<file path="src/rtl/csr_trap_ctrl.sv">
`default_nettype none
// ============================================================================
// Module   : csr_trap_ctrl
// Purpose  : Sequences machine-mode trap entry and mret through the single
//            CSR-file write port. Arbitrates that port between pipeline CSR
//            instruction writes and its own multi-cycle updates. Tracks the
//            privilege mode and produces the PC redirect.
// Ports    :
//   clk, reset           - clock, synchronous active-high reset
//   trap_req/pc/cause/tval - commit-stage trap request and its payload
//   mret_req             - commit-stage mret request
//   pipe_csr_*           - pipeline CSR write (passed through when idle)
//   mstatus_in/mtvec_in/mepc_in - current CSR values from the CSR file
//   csr_we/addr_write/wdata/is_csrrc - write port into the CSR file
//   busy                 - pipeline stall while sequencing
//   redirect_valid/pc    - one-cycle PC redirect
//   priv_mode            - current privilege (3 = M, 0 = U)
// Revision : 1.0 - initial release
// ============================================================================
module csr_trap_ctrl #(
    parameter int XLEN   = 64,
    parameter int CSR_AW = 12
) (
    input  logic              clk,
    input  logic              reset,
    input  logic              trap_req,
    input  logic [XLEN-1:0]   trap_pc,
    input  logic [XLEN-1:0]   trap_cause,
    input  logic [XLEN-1:0]   trap_tval,
    input  logic              mret_req,
    input  logic              pipe_csr_we,
    input  logic [CSR_AW-1:0] pipe_csr_addr,
    input  logic [XLEN-1:0]   pipe_csr_wdata,
    input  logic              pipe_is_csrrc,
    input  logic [XLEN-1:0]   mstatus_in,
    input  logic [XLEN-1:0]   mtvec_in,
    input  logic [XLEN-1:0]   mepc_in,
    output logic              csr_we,
    output logic [CSR_AW-1:0] csr_addr_write,
    output logic [XLEN-1:0]   csr_wdata,
    output logic              csr_is_csrrc,
    output logic              busy,
    output logic              redirect_valid,
    output logic [XLEN-1:0]   redirect_pc,
    output logic [1:0]        priv_mode
);

    localparam logic [CSR_AW-1:0] c_ADDR_MSTATUS = CSR_AW'(12'h300);
    localparam logic [CSR_AW-1:0] c_ADDR_MEPC    = CSR_AW'(12'h341);
    localparam logic [CSR_AW-1:0] c_ADDR_MCAUSE  = CSR_AW'(12'h342);
    localparam logic [CSR_AW-1:0] c_ADDR_MTVAL   = CSR_AW'(12'h343);
    localparam logic [1:0]        c_PRIV_M       = 2'd3;
    localparam logic [XLEN-1:0]   c_MASK_BIT0    = ~(XLEN'(1));
    localparam logic [XLEN-1:0]   c_MASK_BITS10  = ~(XLEN'(3));
    localparam logic [XLEN-1:0]   c_MASK_MSB     = ~(XLEN'(1) << (XLEN-1));

    typedef enum logic [2:0] {
        S_IDLE     = 3'd0,
        S_T_EPC    = 3'd1,
        S_T_CAUSE  = 3'd2,
        S_T_TVAL   = 3'd3,
        S_T_STATUS = 3'd4,
        S_M_STATUS = 3'd5,
        S_REDIR    = 3'd6
    } state_t;

    state_t            r_state;
    state_t            w_next_state;
    logic [XLEN-1:0]   r_pc;
    logic [XLEN-1:0]   r_cause;
    logic [XLEN-1:0]   r_tval;
    logic              r_is_mret;
    logic [1:0]        r_priv;

    logic [XLEN-1:0]   w_trap_status;
    logic [XLEN-1:0]   w_mret_status;
    logic [XLEN-1:0]   w_vec_base;
    logic [XLEN-1:0]   w_vec_off;
    logic [XLEN-1:0]   w_trap_target;

    assign priv_mode = r_priv;

    // mstatus rewrite on trap entry: stack MIE into MPIE, disable MIE,
    // record the privilege we trapped from in MPP.
    always_comb begin
        w_trap_status        = mstatus_in;
        w_trap_status[7]     = mstatus_in[3];
        w_trap_status[3]     = 1'b0;
        w_trap_status[12:11] = r_priv;
    end

    // mstatus rewrite on mret: restore MIE from MPIE, set MPIE, clear MPP.
    always_comb begin
        w_mret_status        = mstatus_in;
        w_mret_status[3]     = mstatus_in[7];
        w_mret_status[7]     = 1'b1;
        w_mret_status[12:11] = 2'b00;
    end

    // Vectored mode applies to interrupts only; the offset is 4 * cause
    // code (interrupt flag stripped), wrapping at XLEN bits.
    assign w_vec_base = mtvec_in & c_MASK_BITS10;
    assign w_vec_off  = (r_cause & c_MASK_MSB) << 2;
    assign w_trap_target = (mtvec_in[1:0] == 2'b01 && r_cause[XLEN-1])
                         ? (w_vec_base + w_vec_off) : w_vec_base;

    // State and payload registers
    always_ff @(posedge clk) begin
        if (reset) begin
            r_state   <= S_IDLE;
            r_pc      <= '0;
            r_cause   <= '0;
            r_tval    <= '0;
            r_is_mret <= 1'b0;
            r_priv    <= c_PRIV_M;
        end else begin
            r_state <= w_next_state;
            if (r_state == S_IDLE) begin
                if (trap_req) begin
                    r_pc      <= trap_pc & c_MASK_BIT0;
                    r_cause   <= trap_cause;
                    r_tval    <= trap_tval;
                    r_is_mret <= 1'b0;
                end else if (mret_req) begin
                    r_is_mret <= 1'b1;
                end
            end
            if (r_state == S_T_STATUS) begin
                r_priv <= c_PRIV_M;
            end else if (r_state == S_M_STATUS) begin
                r_priv <= mstatus_in[12:11];
            end
        end
    end

    // Next state and port outputs. Outputs are held at zero while reset is
    // asserted so an in-flight sequence cannot issue one more write.
    always_comb begin
        w_next_state   = r_state;
        csr_we         = 1'b0;
        csr_addr_write = '0;
        csr_wdata      = '0;
        csr_is_csrrc   = 1'b0;
        busy           = 1'b0;
        redirect_valid = 1'b0;
        redirect_pc    = '0;
        if (!reset) begin
            case (r_state)
                S_IDLE: begin
                    csr_we         = pipe_csr_we;
                    csr_addr_write = pipe_csr_addr;
                    csr_wdata      = pipe_csr_wdata;
                    csr_is_csrrc   = pipe_is_csrrc;
                    if (trap_req) begin
                        csr_we       = 1'b0;
                        w_next_state = S_T_EPC;
                    end else if (mret_req) begin
                        csr_we       = 1'b0;
                        w_next_state = S_M_STATUS;
                    end
                end
                S_T_EPC: begin
                    busy           = 1'b1;
                    csr_we         = 1'b1;
                    csr_addr_write = c_ADDR_MEPC;
                    csr_wdata      = r_pc;
                    w_next_state   = S_T_CAUSE;
                end
                S_T_CAUSE: begin
                    busy           = 1'b1;
                    csr_we         = 1'b1;
                    csr_addr_write = c_ADDR_MCAUSE;
                    csr_wdata      = r_cause;
                    w_next_state   = S_T_TVAL;
                end
                S_T_TVAL: begin
                    busy           = 1'b1;
                    csr_we         = 1'b1;
                    csr_addr_write = c_ADDR_MTVAL;
                    csr_wdata      = r_tval;
                    w_next_state   = S_T_STATUS;
                end
                S_T_STATUS: begin
                    busy           = 1'b1;
                    csr_we         = 1'b1;
                    csr_addr_write = c_ADDR_MSTATUS;
                    csr_wdata      = w_trap_status;
                    w_next_state   = S_REDIR;
                end
                S_M_STATUS: begin
                    busy           = 1'b1;
                    csr_we         = 1'b1;
                    csr_addr_write = c_ADDR_MSTATUS;
                    csr_wdata      = w_mret_status;
                    w_next_state   = S_REDIR;
                end
                S_REDIR: begin
                    busy           = 1'b1;
                    redirect_valid = 1'b1;
                    redirect_pc    = r_is_mret ? (mepc_in & c_MASK_BIT0)
                                               : w_trap_target;
                    w_next_state   = S_IDLE;
                end
                default: begin
                    w_next_state = S_IDLE;
                end
            endcase
        end
    end

endmodule
`default_nettype wire

</file>
<file path="config.mk">
export PLATFORM = sky130hd
export DESIGN_NAME = csr_trap_ctrl
export DESIGN_NICKNAME = d
export VERILOG_FILES = /design/src/rtl/csr_trap_ctrl.sv
export SDC_FILE = /design/constraint.sdc
export NUM_CORES = 1
export LEC_CHECK = 0
export ABC_AREA = 1
export BUFFER_PORTS_ARGS = -buffer_cell sky130_fd_sc_hd__clkbuf_2
export CAP_MARGIN = 15
export CORE_AREA = 5 5 235 237
export DETAILED_ROUTE_END_ITERATION = 6
export DIE_AREA = 0 0 240 242
export PLACE_DENSITY_LB_ADDON = 0.05
export SYNTH_ARGS = -nofsm -noshare
export SYNTH_HDL_FRONTEND = slang
export SYNTH_SLANG_ARGS = --single-unit
</file>
<file path="constraint.sdc">
create_clock -name clk -period 1.7 [get_ports clk]
set_input_delay 0 -clock clk [delete_from_list [all_inputs] [get_ports clk]]
set_output_delay 0 -clock clk [all_outputs]
set_load 0.03 [all_outputs]
</file>
== Yosys cells after proc, flatten, opt, wreduce, memory -nomap -nowiden ==
Cells that the tools add are included.

* $add $sub $neg: 1
* Reductions and logical operators: 9
* Multiplexer cells: 23
* Eq/ne operators: 8

{| class="wikitable"
|+ Operators by type and width
! cell !! count
|-
| one-hot mux 64 bit (6 select lines) || 1
|-
| 2-to-1 mux 64 bit || 5
|-
| adder 64 bit || 1
|-
| one-hot mux 12 bit (5 select lines) || 1
|-
| one-hot mux 3 bit (5 select lines) || 1
|-
| 2-to-1 mux 12 bit || 1
|-
| 2-to-1 mux 1 bit || 11
|-
| equality test 3 bit (second input constant) || 3
|-
| equality test 3 x 2 -> 1 bit (second input constant) || 2
|-
| 2-to-1 mux 3 bit || 2
|-
| OR reduction 6 bit || 1
|-
| OR reduction 5 bit || 1
|-
| AND reduction 2 bit || 2
|-
| OR reduction 2 bit || 2
|-
| equality test 3 x 1 -> 1 bit (second input constant) || 1
|-
| zero test 3 bit || 1
|-
| != test 3 bit (second input constant) || 1
|-
| equality test 2 x 1 -> 1 bit (second input constant) || 1
|-
| one-hot mux 1 bit (2 select lines) || 1
|-
| nonzero test 2 bit || 1
|-
| logical AND 1 bit || 1
|}

* Output and inout port bits: 146
* Flip-flop bits (word level): 197

== Logic depth before layout (Yosys ltp) ==
* Word-level depth: 6
* Depth in mapped cells: 16
* Mapped depth without buffers: 16

== Worst setup path before layout ==
OpenSTA, ideal clock, no wires.

* Path kind: register -> output
* From: reg r_cause[0]
* To: out redirect_pc[34]
* Arrival: 2201 ps
* Required time: 1700 ps
* Buffers on the path: 0
* Setup slack: -501 ps
* Stages on the path, launching flop included: 15
* Path through: dfxtp_1 ha_1 inv_1 fa_1 inv_1 nand3_1 nand3_1 nand2_1 nand2_1 nand2_1 a21oi_1 nor2_1 nand2_1 nand3_1 a21oi_1

* Longest elaborated chain between the ends: 5

{| class="wikitable"
|+ RTL lines
! element !! RTL line !! source
|-
| from (decl) || 70 || <nowiki>logic [XLEN-1:0] r_cause;</nowiki>
|-
| from (signal assigned) || 121 || <nowiki>r_cause <= trap_cause;</nowiki>
|-
| adder 64 bit || 105 || <nowiki>? (w_vec_base + w_vec_off) : w_vec_base;</nowiki>
|-
| 2-to-1 mux 64 bit || 105 ||
|-
| 2-to-1 mux 64 bit || 200 || <nowiki>redirect_pc = r_is_mret ? (mepc_in & c_MASK_BIT0)</nowiki>
|-
| 2-to-1 mux 64 bit || 148 || <nowiki>case (r_state)</nowiki>
|-
| 2-to-1 mux 64 bit || 147 || <nowiki>if (!reset) begin</nowiki>
|-
| to (decl) || 44 || <nowiki>output logic [XLEN-1:0] redirect_pc,</nowiki>
|}

No other way between the ends.

== Worst setup path after layout ==
* From: reg r_cause[31]
* To: out redirect_pc[60]

The elaborated chain is that of the path after synthesis.

==> run summary <==
status - complete, but fails checks
violated checks - setup timing
CP Data Arrival Time - 2660 ps
root buf cell - clkbuf_16
crit path time final - 2660 ps
row cnt - 85
die area - 0.0581 sq mm
vias - 24200
number of enable flip-flop cells after synthesis - 0
Nets - 4455
Worst VDD drop - 923 uV
Vias/cell - 5.20
initial core utilization - 0.300
critical path class - register to output port
worst path cell trace - ha_4 > buf_12 > nand2_4 > nor2_4 > inv_2 > nor3_4 > buf_6 > nand2_4 > nor3_4 > nand2_2 > nand3_2 > nand3_4 > a21oi_4 > buf_8
vias in the first global route - 23700
crit-path max FO - 3
Mapped Area - 0.0159 sq mm
Tot GR Track Use - 0.337
number of buffers created by CTS - 17
drt total wl - 109000 um
Slowest-stage cell, CP - dfxtp_4
Port Buffers - 608
Synth async-reset ratio - 0
fin crit share - 1.57
Clock Skews - 16.7 ps
Max Cap Viol - 0
crit-path max cell delay - 370 ps
Ports - 612
leading area contributor after synthesis - dfxtp_1
synth warn - 0
Static Leak - 16.4 nW
first drt pass iteration count - 5
Routed Antenna Nets - 0
Worst Setup End Kind - output port
Layout Cells excl Fill - 4649
1st-iter DRT viols - 1603
Gate Count Post-Synth - 2743
WL per Instance - 23.5 um
f_max - 376 MHz
share of layout cells above drive strength 1 - 0.576
first-pass GRT wire length - 149000 um
most area-consuming cells after synthesis - dfxtp_1 25%, nand2_1 23%, a21oi_1 12%, inv_1 8.9%, ha_1 4.8%
DP HPWL - 75900 um
pin count of the biggest net entering global routing - 108
dpl cells - 4222
Final setup viols - 333
HP Class - input port to register
Reg clk slew, reported paths - 80 ps
area grow syn2layout - 125%
filler instances - 4335
post-synthesis cell type count - 48
sequential area share after synthesis - 0.248
Slew Limit Fails - 0
Worst-Skew Late Latency - 470 ps
most numerous cell in the Yosys netlist - nand2_1
Mean Syn Cell Area - 5.80 sq um
CTS sink cnt - 197
gr ovfl total - 0
synthesized net count - 3271
CP Data Required Time - 1700 ps
PwrDens - 1060 mW/mm^2
Core Box Area - 0.0531 sq mm
fin util - 0.673
DRC viols - 0
Max transition margin - 0.475
Top FF cell, synth - dfxtp_1
Hold Vio Cnt, Final - 0
Slew @ Worst Pin - 787 ps
Final Wtd Congestion - 0.976
Yosys top cell area share - 0.248
die height - 242 um
CTS tree - yes
Die Width - 240 um
Commonest cells post-synth - 959 x nand2_1, 377 x inv_1, 367 x a21oi_1
antenna violations before repair - 10
CP startpoint kind - register
Bufs on Longest Clock Path - 2
final worst slack - -962 ps
RSZ-0062 raised after global routing - yes
post-synthesis register bit count - 197
Clock H-tree levels - 4
[final timing paths]
kind | startpoint | to | slack [ps] | cells past startpoint
setup / recovery | r_cause[31] | redirect_pc[60] | -960 | 14
hold / removal | reset | r_cause[63] | 70 | 3
setup reg to reg | r_state[0] | r_pc[22] | -250 | 13
hold reg to reg | r_tval[7] | r_tval[7] | 460 | 2
[cells in the final DEF (no fill, tap or decap), types with 9 or more instances in the layout]
cell type      instances
a21oi_1              190
a21oi_2              123
a21oi_4               55
a221oi_2               9
a22oi_1               13
a22oi_2               26
a41oi_2               26
buf_12                72
buf_16                35
buf_4                282
buf_6                 92
buf_8                 78
clkbuf_16             32
clkbuf_2             465
clkbuf_8              57
dfxtp_1              138
dfxtp_2               26
dfxtp_4               33
diode_2               13
dlygate4sd3_1        194
ha_4                  57
inv_1                330
inv_2                 61
nand2_1              585
nand2_2              208
nand2_4              181
nand3_2               45
nand3_4               33
nor2_1                57
nor2_2                26
nor2_4                67
o21ai_0               93
o21ai_1               22
o21ai_2               39
o21ai_4               10
o22ai_4               24
xnor2_2               12
[stage by stage]
| step | setup WS [ps] | setup TNS [ps] | instance area [sq um] | total power, mW | hold WS, ps |
|---|---|---|---|---|---|
| 2_1_floorplan | -190 | -3240 | 17300 | 14.5 | 130 |
| 4_1_cts | -960 | -91360 | 32300 | 33.3 | 19.4 |
| 3_3_place_gp | -813 | -34180 | 23400 | 21.0 | 234 |
| 6_report | -962 | -106810 | 35700 | 37.8 | 65.6 |
| 5_1_grt | -1060 | -129060 | 35700 | 39.2 | 58.1 |
| 3_5_place_dp | -791 | -34090 | 23400 | 21.1 | 239 |
[worst max-delay path, delay by kind of cell (launching register included)]
kind	cells	cell delay, ps
compound gates	1	140
flops	1	370
fa+ha+maj	1	300
buf+inv	4	450
simple gates	8	920
[area by class of cell]
class / count / area, sq um / area share
timing repair buffer: 1299 / 12400 / 0.348
antenna: 13 / 32.5 / 0.000910
timing repair inverter: 1 / 16.3 / 0.000455
clock inverter: 14 / 118 / 0.00329
sequential: 197 / 4100 / 0.115
clock buffer: 18 / 429 / 0.0120
tap: 696 / 871 / 0.0244
inverter: 400 / 1540 / 0.0432
multi-input combinational: 2011 / 16200 / 0.453
[registers in the layout (all words and copies together), names as in the netlist]
signal / flops
r_pc: 63
r_cause: 64
priv_mode: 2
r_state: 3
r_tval: 64
r_is_mret: 1
[cell families after synthesis]
kind of cell / share of synthesized area
XOR/XNOR: 0.0127
AO/OA/AOI/OAI: 0.236
buffers and inverters: 0.132
adder cells (fa/ha/maj): 0.0492
AND/OR/NAND/NOR: 0.322
other: 0.000236
flip-flops: 0.248
[routing by layer]
metal,wire length (um),global-route usage,vias up
met2,52600,0.574,992
met3,6720,0.0427,229
met1,45200,0.448,11700
li1,-,-,11200
met4,4550,0.0930,0
met5,0,0,-
[power by group]
part | total [mW] | switching [mW] | internal, mW
combinational | 27.3 | 14.4 | 12.8
sequential | 6.45 | 0.882 | 5.57
clock | 4.03 | 2.10 | 1.92
[timing repair]
| action | CTS | global route |
|---|---|---|
| hold endpoints to repair | 196 | 0 |
| hold buffers | 194 | 0 |
| pin swaps | 249 | 339 |
| buffers inserted | 96 | 75 |
| cloned | 50 | 19 |
| endpoints found under the setup margin | 238 | 334 |
| resized for setup | 1096 | 798 |
(Power assumes the default switching activity.)
